[config.mk]
export PLATFORM = sky130hd
export DESIGN_NAME = bit_serial_adder_ctrl
export DESIGN_NICKNAME = d
export VERILOG_FILES = /design/src/rtl/bit_serial_adder_ctrl.sv
export SDC_FILE = /design/constraint.sdc
export NUM_CORES = 1
export LEC_CHECK = 0
export BUFFER_PORTS_ARGS = -buffer_cell sky130_fd_sc_hd__buf_2
export CAP_MARGIN = 0
export CORE_MARGIN = 2
export CORE_UTILIZATION = 40
export DETAILED_ROUTE_END_ITERATION = 10
export GPL_TIMING_DRIVEN = 0
export SKIP_CTS_REPAIR_TIMING = 1
export SYNTH_ARGS = -nofsm -noshare
export SYNTH_HDL_FRONTEND = slang
export SYNTH_SLANG_ARGS = --single-unit
[constraint.sdc]
create_clock -name clk -period 3.9 [get_ports clk]
set_input_delay 0.39 -clock clk [delete_from_list [all_inputs] [get_ports clk]]
set_output_delay 0.39 -clock clk [all_outputs]
set_load 0.05 [all_outputs]
[src/rtl/bit_serial_adder_ctrl.sv]
// rtl/bit_serial_adder_ctrl.sv - bit-serial add/subtract sequencer with valid/ready handshakes
// One full-adder slice (two half adders + OR) is reused for WIDTH cycles, LSB first.
module bit_serial_adder_ctrl #(
  parameter int WIDTH = 8
) (
  input  logic             clk,
  input  logic             rst,
  input  logic             in_valid,
  output logic             in_ready,
  input  logic [WIDTH-1:0] a,
  input  logic [WIDTH-1:0] b,
  input  logic             c_in,
  input  logic             sub,
  output logic             out_valid,
  input  logic             out_ready,
  output logic [WIDTH-1:0] sum,
  output logic             c_out,
  output logic             overflow,
  output logic             busy
);

  localparam int CW = $clog2(WIDTH);

  typedef enum logic [1:0] {
    IDLE = 2'd0,
    RUN  = 2'd1,
    DONE = 2'd2
  } state_t;

  state_t           r_state;
  logic [WIDTH-1:0] r_a_sh;
  logic [WIDTH-1:0] r_b_sh;
  logic [WIDTH-2:0] r_res;
  logic             r_carry;
  logic [CW-1:0]    r_cnt;
  logic [WIDTH-1:0] r_sum;
  logic             r_c_out;
  logic             r_overflow;
  logic             r_out_valid;
  logic             r_in_ready;
  logic             r_busy;

  logic             w_ha1_s;
  logic             w_ha1_c;
  logic             w_ha2_c;
  logic             w_s;
  logic             w_cout;
  logic [WIDTH-1:0] w_res_next;
  logic             w_last;

  assign w_ha1_s    = r_a_sh[0] ^ r_b_sh[0];
  assign w_ha1_c    = r_a_sh[0] & r_b_sh[0];
  assign w_s        = w_ha1_s ^ r_carry;
  assign w_ha2_c    = w_ha1_s & r_carry;
  assign w_cout     = w_ha1_c | w_ha2_c;
  // Partial result holds WIDTH-1 bits; the final bit joins it on the last RUN cycle.
  assign w_res_next = {w_s, r_res};
  assign w_last     = (r_cnt == CW'(WIDTH - 1));

  always_ff @(posedge clk) begin
    if (rst) begin
      r_state     <= IDLE;
      r_a_sh      <= '0;
      r_b_sh      <= '0;
      r_res       <= '0;
      r_carry     <= 1'b0;
      r_cnt       <= '0;
      r_sum       <= '0;
      r_c_out     <= 1'b0;
      r_overflow  <= 1'b0;
      r_out_valid <= 1'b0;
      r_in_ready  <= 1'b1;
      r_busy      <= 1'b0;
    end else begin
      case (r_state)
        IDLE: begin
          if (in_valid) begin
            r_a_sh     <= a;
            r_b_sh     <= b ^ {WIDTH{sub}};
            r_carry    <= sub ? 1'b1 : c_in;
            r_cnt      <= '0;
            r_res      <= '0;
            r_in_ready <= 1'b0;
            r_busy     <= 1'b1;
            r_state    <= RUN;
          end
        end
        RUN: begin
          r_a_sh  <= r_a_sh >> 1;
          r_b_sh  <= r_b_sh >> 1;
          r_res   <= w_res_next[WIDTH-1:1];
          r_carry <= w_cout;
          if (w_last) begin
            // r_carry here is the carry into the MSB
            r_sum       <= w_res_next;
            r_c_out     <= w_cout;
            r_overflow  <= r_carry ^ w_cout;
            r_out_valid <= 1'b1;
            r_cnt       <= '0;
            r_state     <= DONE;
          end else begin
            r_cnt <= r_cnt + 1'b1;
          end
        end
        DONE: begin
          if (out_ready) begin
            r_out_valid <= 1'b0;
            r_in_ready  <= 1'b1;
            r_busy      <= 1'b0;
            r_state     <= IDLE;
          end
        end
        default: begin
          r_out_valid <= 1'b0;
          r_in_ready  <= 1'b1;
          r_busy      <= 1'b0;
          r_state     <= IDLE;
        end
      endcase
    end
  end

  assign in_ready  = r_in_ready;
  assign out_valid = r_out_valid;
  assign busy      = r_busy;
  assign sum       = r_sum;
  assign c_out     = r_c_out;
  assign overflow  = r_overflow;

endmodule

==> flow_metrics.env, run 1 <==
export IMPL_status="completed"
export IMPL_endpoint_kind="flip-flop"
export IMPL_vias=1426
export IMPL_max_freq_ghz=0.672
export IMPL_yosys_warnings=0
export IMPL_synth_area_leaders="dfxtp_1 (49%), a22oi_1 (8.3%), nor2_1 (5.4%), nand2_1 (4.1%), a21oi_1 (4.1%)"
export IMPL_grt_ovfl_total=0
export IMPL_ioPinCount=35
export IMPL_cp_depth=4
export IMPL_initial_utilization_pct=42.3
export IMPL_clk_path_buf_depth=2
export IMPL_maxSlewHeadroom_pct=63.3
export IMPL_clock_sinks=42
export IMPL_synth_common_cells="dfxtp_1 (42), nor2_1 (25), a22oi_1 (19), nand2_1 (19), a21oi_1 (14)"
export IMPL_num_rows=23
export IMPL_crit_chain="buf_2, nor3b_1, nand2b_1, o22ai_1"
export IMPL_port_buffers=32
export IMPL_crit_arrival_ns=1.71
export IMPL_cts_tree="built"
export IMPL_r2r_end="r_b_sh[0]$_SDFFE_PP0P_"
export IMPL_antenna_found_initial=0
export IMPL_nFillCells=427
export IMPL_yosysMostFrequentCell="dfxtp_1"
export IMPL_grt_start_max_net_pins=16
export IMPL_grt_pass1_vias=1322
export IMPL_drtIter0Drc=90
export IMPL_setup_viol=0
export IMPL_synthArstFlopShare_pct=0
export IMPL_postSynthCellCount=185
export IMPL_grt_use_total_pct=15.8
export IMPL_cts_max_level=2
export IMPL_clock_latency_ns=0.30
export IMPL_synth_avg_cell_area_um2=9.33
export IMPL_reg2reg_slack_ns=2.41
export IMPL_fin_crit_ns=1.49
export IMPL_hp_class="input pin to flip-flop"
export IMPL_synth_edf_count=0
export IMPL_nets=249
export IMPL_setup_worst_path_class="flip-flop to flip-flop"
export IMPL_postLayoutCellArea_um2=2040
export IMPL_die_w_um=69.7
export IMPL_synthesis_area_um2=1730
export IMPL_synthDistinctLibCells=29
export IMPL_slowest_delay_ns=0.46
export IMPL_tns_ns=0
export IMPL_routedWlPerCell_um=13.1
export IMPL_ys_flop_type="dfxtp_1"
export IMPL_p_leak_nw=0.825
export IMPL_crit_family="simple AND/OR/NAND/NOR gates"
export IMPL_cp_startpoint="r_state[1]$_SDFFE_PP0P_"
export IMPL_ys_seq_area_share_pct=48.7
export IMPL_startpoint_type="flip-flop"
export IMPL_internal_power_w=0.000627
export IMPL_fin_skew_ns=0.00823
export IMPL_p_total_w=0.000862
export IMPL_yosys_area_top_type_share_pct=48.7
export IMPL_place_gp_congestion=0.711
export IMPL_placed_area_um2=1950
export IMPL_clk_pin_slew_ns=0.09
export IMPL_finalCritPeriodShare_pct=38.2
export IMPL_power_frac_comb_pct=12.8
export IMPL_rsz0062_at_grt="false"
export IMPL_p_clk_share_pct=33.7
export IMPL_drcViolationCount=0
export IMPL_reg2regPathDepth=4
export IMPL_drv_slew=0
export IMPL_coreArea_um2=4090
export IMPL_crit_path_end="r_b_sh[0]$_SDFFE_PP0P_"
export IMPL_antennaDiodeCount=0
export IMPL_p_seq_share_pct=53.6
export IMPL_grt_pass1_wl_mm=6.11
export IMPL_cts_buffers=5
export IMPL_drt_pass1_iter_count=4
export IMPL_p_sw_w=0.000236
export IMPL_worstPathRequired_ns=4.12
export IMPL_crit_fanout=10
export IMPL_drive_gt1_share_pct=22.2
export IMPL_dieHeight_um=69.7
export IMPL_dp_hpwl_mm=2.54
export IMPL_syn_nets=210
export IMPL_clock_tree_root_cell="clkbuf_8"
export IMPL_postRouteAntennaNets=0
export IMPL_synth_top_area_cell="dfxtp_1"
export IMPL_worstMarginPinSlew_ns=0.551
export IMPL_postRouteWirelength_mm=3.60
export IMPL_hold_violations=0
export IMPL_drv_max_cap_violation_count=0
export IMPL_ys_ff_latch=42
export IMPL_r2r_start="r_state[1]$_SDFFE_PP0P_"
export IMPL_viasPerCell=5.19
export IMPL_critPathSlowestCell="nor3b_1"
export IMPL_fp_dieArea_um2=4860
export IMPL_swShare_pct=27.3
export IMPL_ir_worst_vdd_uv=174
export IMPL_critPathBufInv=1
export IMPL_areaGrowthSynthToFinish_pct=18.3
export IMPL_pwr_density_cell_nw_per_um2=422
[cells in the final DEF, fill, tap and decap left out, types with 2 or more instances in the layout]
| cell type | netlist | layout |
|---|---|---|
| clkbuf_8 | 0 | 5 |
| mux2i_1 | 7 | 7 |
| clkbuf_1 | 6 | 6 |
| nor3_1 | 2 | 2 |
| dfxtp_1 | 42 | 42 |
| a22oi_1 | 19 | 19 |
| nand2_1 | 19 | 19 |
| o22ai_1 | 7 | 7 |
| a211oi_1 | 9 | 9 |
| xnor2_1 | 8 | 8 |
| ha_1 | 2 | 2 |
| nor2_1 | 25 | 25 |
| a21oi_1 | 14 | 14 |
| buf_4 | 4 | 4 |
| buf_2 | 3 | 35 |
| nand2b_1 | 4 | 4 |
[state kept, by name (all words and copies together) (netlist names)]
| signal | flops |
|---|---|
| out_valid | 1 |
| r_b_sh | 8 |
| r_state | 2 |
| busy | 1 |
| r_cnt | 3 |
| overflow | 1 |
| r_a_sh | 8 |
| c_out | 1 |
| r_carry | 1 |
| sum | 8 |
| r_res | 7 |
| in_ready | 1 |
[cells by family (layout without fill, tap and decap cells)]
logic type | Yosys count | count (layout) | synth area share [%]
AND/OR/NAND/NOR | 55 | 55 | 13.9
AO/OA/AOI/OAI | 54 | 54 | 21.4
flip-flops | 42 | 42 | 48.7
buffers and inverters | 15 | 55 | 4.78
XOR/XNOR | 9 | 9 | 4.57
multiplexers | 7 | 7 | 4.06
adder cells (fa/ha/maj) | 3 | 3 | 2.61
[final cells by class]
| cell class | instances | area [um2] | share of cell area [%] |
|---|---|---|---|
| tap | 50 | 62.6 | 3.06 |
| clock buffer | 5 | 68.8 | 3.37 |
| clock inverter | 3 | 25.0 | 1.22 |
| sequential | 42 | 841 | 41.2 |
| timing repair buffer | 32 | 160 | 7.84 |
| inverter | 1 | 3.75 | 0.184 |
| buffer | 14 | 78.8 | 3.86 |
| multi-input combinational | 128 | 803 | 39.3 |
[power groups by stage]
stage                     sequential (W)  clock (W)  combinational, W
after detailed placement        0.000472          0          0.000112
after global routing            0.000465   0.000320          0.000122
after global placement          0.000471          0          0.000110
after CTS                       0.000462   0.000303          0.000111
after floorplan                 0.000475          0         0.0000749
final                           0.000462   0.000290          0.000110
[worst min-delay path by stage]
stage	slack (ns)	depth (start not counted)	from	to
after floorplan	0.43	2	r_res[0]$_SDFFE_PP0P_	sum[0]$_SDFFE_PP0P_
after global placement	0.44	2	sum[0]$_SDFFE_PP0P_	sum[0]$_SDFFE_PP0P_
after detailed placement	0.44	2	c_out$_SDFFE_PP0P_	c_out$_SDFFE_PP0P_
after CTS	0.32	3	a[7]	r_a_sh[7]$_SDFFE_PP0P_
after global routing	0.35	3	a[7]	r_a_sh[7]$_SDFFE_PP0P_
final	0.34	3	a[7]	r_a_sh[7]$_SDFFE_PP0P_
[through the flow]
stage	hold slack [ns]	utilization, %	instances	setup slack (ns)
after floorplan	0.432	-	185	2.54
after global placement	0.442	47.7	267	2.39
after detailed placement	0.445	47.7	267	2.40
after CTS	0.322	50.0	275	2.40
after global routing	0.349	50.0	275	2.25
final	0.340	50.0	275	2.41
[metal layers]
layer | GRT usage (%) | wire length (um) | vias to the layer above
met5 | 0 | 0 | -
met2 | 26.4 | 1630 | 31
met3 | 4.36 | 148 | 5
met4 | 7.05 | 72 | 0
li1 | - | - | 737
met1 | 19.0 | 1750 | 653
[tightest hold or removal path: cells and delay by family]
kind                   cells  cell delay (ns)
AND/OR/NAND/NOR            1             0.07
buffers and inverters      1             0.08
AO/OA/AOI/OAI              1             0.05
Note: power is estimated with default switching activity, not from simulation.
==> inputs of run 2 (changes only) <==
clock period = 1.2 ns   (was 3.9 ns; I/O delays follow)
==> flow_metrics.env, run 2 (synthesis gave the netlist of run 1 again) <==
export IMPL_slowest_delay_ns=0.35
export IMPL_crit_arrival_ns=1.47
export IMPL_initial_utilization_pct=42.3
export IMPL_clk_path_buf_depth=2
export IMPL_drcViolationCount=0
export IMPL_grt_start_max_net_pins=14
export IMPL_grt_pass1_wl_mm=6.56
export IMPL_ioPinCount=35
export IMPL_postRouteAntennaNets=0
export IMPL_hold_slack_ns=0.0815
export IMPL_cts_buffers=5
export IMPL_cpMostUsedCell="ha_4"
export IMPL_endpoint_kind="flip-flop"
export IMPL_place_gp_congestion=0.818
export IMPL_fin_util_pct=59.0
export IMPL_status="complete, but fails checks"
export IMPL_die_w_um=69.7
export IMPL_antennaDiodeCount=0
export IMPL_startpoint_type="flip-flop"
export IMPL_setup_viol=30
export IMPL_cts_max_level=2
export IMPL_dp_hpwl_mm=2.82
export IMPL_fin_skew_ns=0.00568
export IMPL_rsz0062_at_grt="true"
export IMPL_drv_slew=0
export IMPL_coreArea_um2=4090
export IMPL_port_buffers=32
export IMPL_clock_sinks=42
export IMPL_drt_pass1_iter_count=4
export IMPL_antenna_found_initial=0
export IMPL_fp_dieArea_um2=4860
export IMPL_drive_gt1_share_pct=42.2
export IMPL_crit_fanout=5
export IMPL_clk_pin_slew_ns=0.08
export IMPL_tns_ns=-1.45
export IMPL_max_freq_ghz=0.772
export IMPL_violations="setup timing"
export IMPL_worstPathRequired_ns=1.37
export IMPL_p_total_w=0.00335
export IMPL_setup_worst_path_class="flip-flop to flip-flop"
export IMPL_pwr_density_cell_nw_per_um2=1390
export IMPL_viasPerCell=5.35
export IMPL_ir_worst_vdd_uv=767
export IMPL_critPathBufInv=1
export IMPL_critPathSlowestCell="dfxtp_2"
export IMPL_maxSlewHeadroom_pct=57.4
export IMPL_final_common_cell="dfxtp_1"
export IMPL_hp_class="input pin to flip-flop"
export IMPL_drtIter0Drc=82
export IMPL_mostFrequentLayoutCells="dfxtp_1 (37), buf_2 (34), nor2_1 (25)"
export IMPL_clock_tree_root_cell="clkbuf_8"
export IMPL_vias=1535
export IMPL_postRouteWirelength_mm=4.26
export IMPL_crit_family="flip-flops"
export IMPL_grt_pass1_vias=1438
export IMPL_fin_crit_ns=1.30
export IMPL_finalCritPeriodShare_pct=108
export IMPL_grt_use_total_pct=16.7
export IMPL_postLayoutSetupSlackWorst_ns=-0.0960
export IMPL_postLayoutCellArea_um2=2410
export IMPL_cts_tree="built"
export IMPL_p_leak_nw=0.968
export IMPL_dieHeight_um=69.7
export IMPL_placed_area_um2=1990
export IMPL_clock_latency_ns=0.29
export IMPL_routedWlPerCell_um=14.8
export IMPL_crit_chain="ha_4, ha_4, and3b_2, buf_6, a21oi_2, nor2_1"
export IMPL_num_rows=23
export IMPL_drv_max_cap_violation_count=0
export IMPL_nets=261
export IMPL_worstMarginPinSlew_ns=0.639
export IMPL_hold_violations=0
export IMPL_areaGrowthSynthToFinish_pct=39.6
export IMPL_grt_ovfl_total=0
==> run 2: per-stage QoR <==
stage | std cells | worst slack, ns
2_1_floorplan | 185 | -0.00946
3_3_place_gp | 267 | -0.210
3_5_place_dp | 267 | -0.270
4_1_cts | 275 | -0.288
5_1_grt | 287 | -0.153
6_report | 287 | -0.0960
==> run 2: power by group <==
part	internal [W]	switching (W)	total [W]
Clock	0.000887	0.000485	0.00137
Sequential	0.00146	0.0000466	0.00151
Combinational	0.000219	0.000249	0.000467
Total	0.00257	0.000780	0.00335
==> run 2: cell type report <==
cell class	instances	area, um2
Fill cell	357	1680
Inverter	1	3.75
Tap cell	50	62.6
Multi-Input combinational cell	129	995
Buffer	14	110
Sequential cell	42	847
Timing Repair Buffer	43	249
Clock buffer	6	82.6
Clock inverter	2	60.1
==> run 2: path summary, 6_finish.rpt <==
kind,end,depth (start not counted),from,slack (ns)
setup / recovery,r_state[1]$_SDFFE_PP0P_,6,r_cnt[1]$_SDFFE_PP0P_,-0.1
hold / removal,r_a_sh[7]$_SDFFE_PP0P_,3,a[7],0.08
setup reg to reg,r_state[1]$_SDFFE_PP0P_,6,r_cnt[1]$_SDFFE_PP0P_,-0.1
hold reg to reg,sum[3]$_SDFFE_PP0P_,2,sum[3]$_SDFFE_PP0P_,0.46
==> run 2: worst register-to-register path, delay by kind of cell (launching register included) <==
family          cells  cell delay [ns]
compound gates      1             0.09
simple gates        2             0.28
fa+ha+maj           2             0.32
flops               1             0.35
buf+inv             1             0.14
==> run 2: metal layers <==
layer	global-route usage (%)	share of wire, %	up-vias
met5	0	0	-
met4	7.05	1.0	0
met3	3.20	3.4	5
met2	29.4	51	38
met1	19.7	44	735
li1	-	-	757
==> inputs of run 3 (changes only) <==
BUFFER_PORTS_ARGS = not set   (was -buffer_cell sky130_fd_sc_hd__buf_2)
CORE_UTILIZATION = 45   (was 40)
DONT_BUFFER_PORTS = 1   (was not set)
clock period = 1.5 ns   (was 1.2 ns; I/O delays follow)
==> flow_metrics.env, run 3 (synthesis gave the netlist of run 1 again) <==
export IMPL_vias=1332
export IMPL_postRouteAntennaNets=0
export IMPL_drv_max_cap_violation_count=0
export IMPL_clock_sinks=42
export IMPL_crit_path_end="r_cnt[0]$_SDFFE_PP0P_"
export IMPL_drtIter0Drc=76
export IMPL_clk_pin_slew_ns=0.08
export IMPL_coreArea_um2=3690
export IMPL_finalCritPeriodShare_pct=94.2
export IMPL_nets=218
export IMPL_final_common_cell="dfxtp_1"
export IMPL_crit_fanout=10
export IMPL_ir_worst_vdd_uv=852
export IMPL_clock_tree_root_cell="clkbuf_8"
export IMPL_grt_start_max_net_pins=13
export IMPL_cts_tree="built"
export IMPL_reg2regPathDepth=5
export IMPL_startpoint_type="flip-flop"
export IMPL_setup_worst_path_class="flip-flop to flip-flop"
export IMPL_status="completed"
export IMPL_port_buffers=0
export IMPL_crit_chain="buf_2, o21bai_2, buf_4, a22oi_1, nor2_1"
export IMPL_antennaDiodeCount=0
export IMPL_num_rows=22
export IMPL_cts_buffers=5
export IMPL_fin_crit_ns=1.41
export IMPL_crit_arrival_ns=1.58
export IMPL_slowest_delay_ns=0.33
export IMPL_fin_util_pct=52.0
export IMPL_setup_viol=0
export IMPL_worstMarginPinSlew_ns=0.570
export IMPL_fin_skew_ns=0.00329
export IMPL_mostFrequentLayoutCells="dfxtp_1 (42), nor2_1 (25), nand2_1 (19), a22oi_1 (19), a21oi_1 (14)"
export IMPL_ioPinCount=35
export IMPL_areaGrowthSynthToFinish_pct=11.1
export IMPL_clock_latency_ns=0.29
export IMPL_r2r_start="r_state[1]$_SDFFE_PP0P_"
export IMPL_worstPathRequired_ns=1.67
export IMPL_initial_utilization_pct=46.8
export IMPL_cts_max_level=2
export IMPL_drv_slew=0
export IMPL_fp_dieArea_um2=4350
export IMPL_dp_hpwl_mm=2.49
export IMPL_critPathSlowestCell="dfxtp_1"
export IMPL_clk_path_buf_depth=2
export IMPL_cp_startpoint="r_state[1]$_SDFFE_PP0P_"
export IMPL_grt_use_total_pct=18.0
export IMPL_reg2reg_slack_ns=0.09
export IMPL_routedWlPerCell_um=14.5
export IMPL_drcViolationCount=0
export IMPL_p_leak_nw=0.698
export IMPL_max_freq_ghz=0.708
export IMPL_grt_pass1_wl_mm=5.89
export IMPL_drive_gt1_share_pct=10.8
export IMPL_maxSlewHeadroom_pct=61.9
export IMPL_nFillCells=362
export IMPL_drt_pass1_iter_count=4
export IMPL_viasPerCell=5.50
export IMPL_place_gp_congestion=0.734
export IMPL_pwr_density_cell_nw_per_um2=1190
export IMPL_dieHeight_um=65.9
export IMPL_hold_slack_ns=0.0216
export IMPL_antenna_found_initial=0
export IMPL_postRouteWirelength_mm=3.51
export IMPL_r2r_end="r_cnt[0]$_SDFFE_PP0P_"
export IMPL_hold_violations=0
export IMPL_grt_ovfl_total=0
export IMPL_grt_pass1_vias=1223
export IMPL_endpoint_kind="flip-flop"
export IMPL_hp_class="input pin to flip-flop"
export IMPL_die_w_um=65.9
export IMPL_p_total_w=0.00229
[run 3: cell types whose count changed in the layout (fill, tap and decap cells not counted), sizes merged]
cell	change
bufinv	-2
buf	-41
clkbuf	+1
o21bai	-1
[run 3: final cells by class]
cell class	count	area, um2	area share, %
Clock buffer	8	110	5.74
Sequential cell	42	841	43.8
Inverter	1	3.75	0.196
Timing Repair Buffer	1	7.51	0.391
Buffer	14	85.1	4.44
Multi-Input combinational cell	128	811	42.3
Tap cell	48	60.1	3.13
[run 3: worst max-delay path: cells and delay by family (launching register included)]
family / cells / cell delay (ns)
buffers and inverters: 2 / 0.40
flip-flops: 1 / 0.33
AND/OR/NAND/NOR: 1 / 0.06
AO/OA/AOI/OAI: 2 / 0.50
[run 3: how the worst min path moves through the flow]
stage | from | to | depth (start not counted)
after global placement | a[7] | r_a_sh[7]$_SDFFE_PP0P_ | 2
after detailed placement | out_ready | in_ready$_SDFFE_PP1P_ | 2
after global routing | out_ready | in_ready$_SDFFE_PP1P_ | 2
after CTS | out_ready | in_ready$_SDFFE_PP1P_ | 2
final | a[7] | r_a_sh[7]$_SDFFE_PP0P_ | 2
after floorplan | a[7] | r_a_sh[7]$_SDFFE_PP0P_ | 2
[run 3: power by group]
| part | switching, W | total, W | internal [W] | leakage [nW] |
|---|---|---|---|---|
| sequential | 0.0000537 | 0.00122 | 0.00117 | 0.343 |
| combinational | 0.000130 | 0.000238 | 0.000108 | 0.297 |
| clock | 0.000365 | 0.000830 | 0.000465 | 0.0575 |
| total | 0.000549 | 0.00229 | 0.00174 | 0.698 |
[run 3: metal layers]
layer | GRT usage [%] | wire length [um]
met4 | 6.89 | 72
met3 | 6.30 | 224
met1 | 23.1 | 1600
met5 | 0 | 0
met2 | 27.8 | 1620
[run 3: stage by stage]
stage	worst slack [ns]	cell area [um2]	setup TNS [ns]	std cells
floorplan	0.163	1730	0	185
global placement	0.0356	1790	0	233
detailed placement	-0.00423	1790	-0.00423	233
CTS	-0.0240	1900	-0.0354	241
global route	-0.00934	1920	-0.00934	242
finish	0.0877	1920	0	242
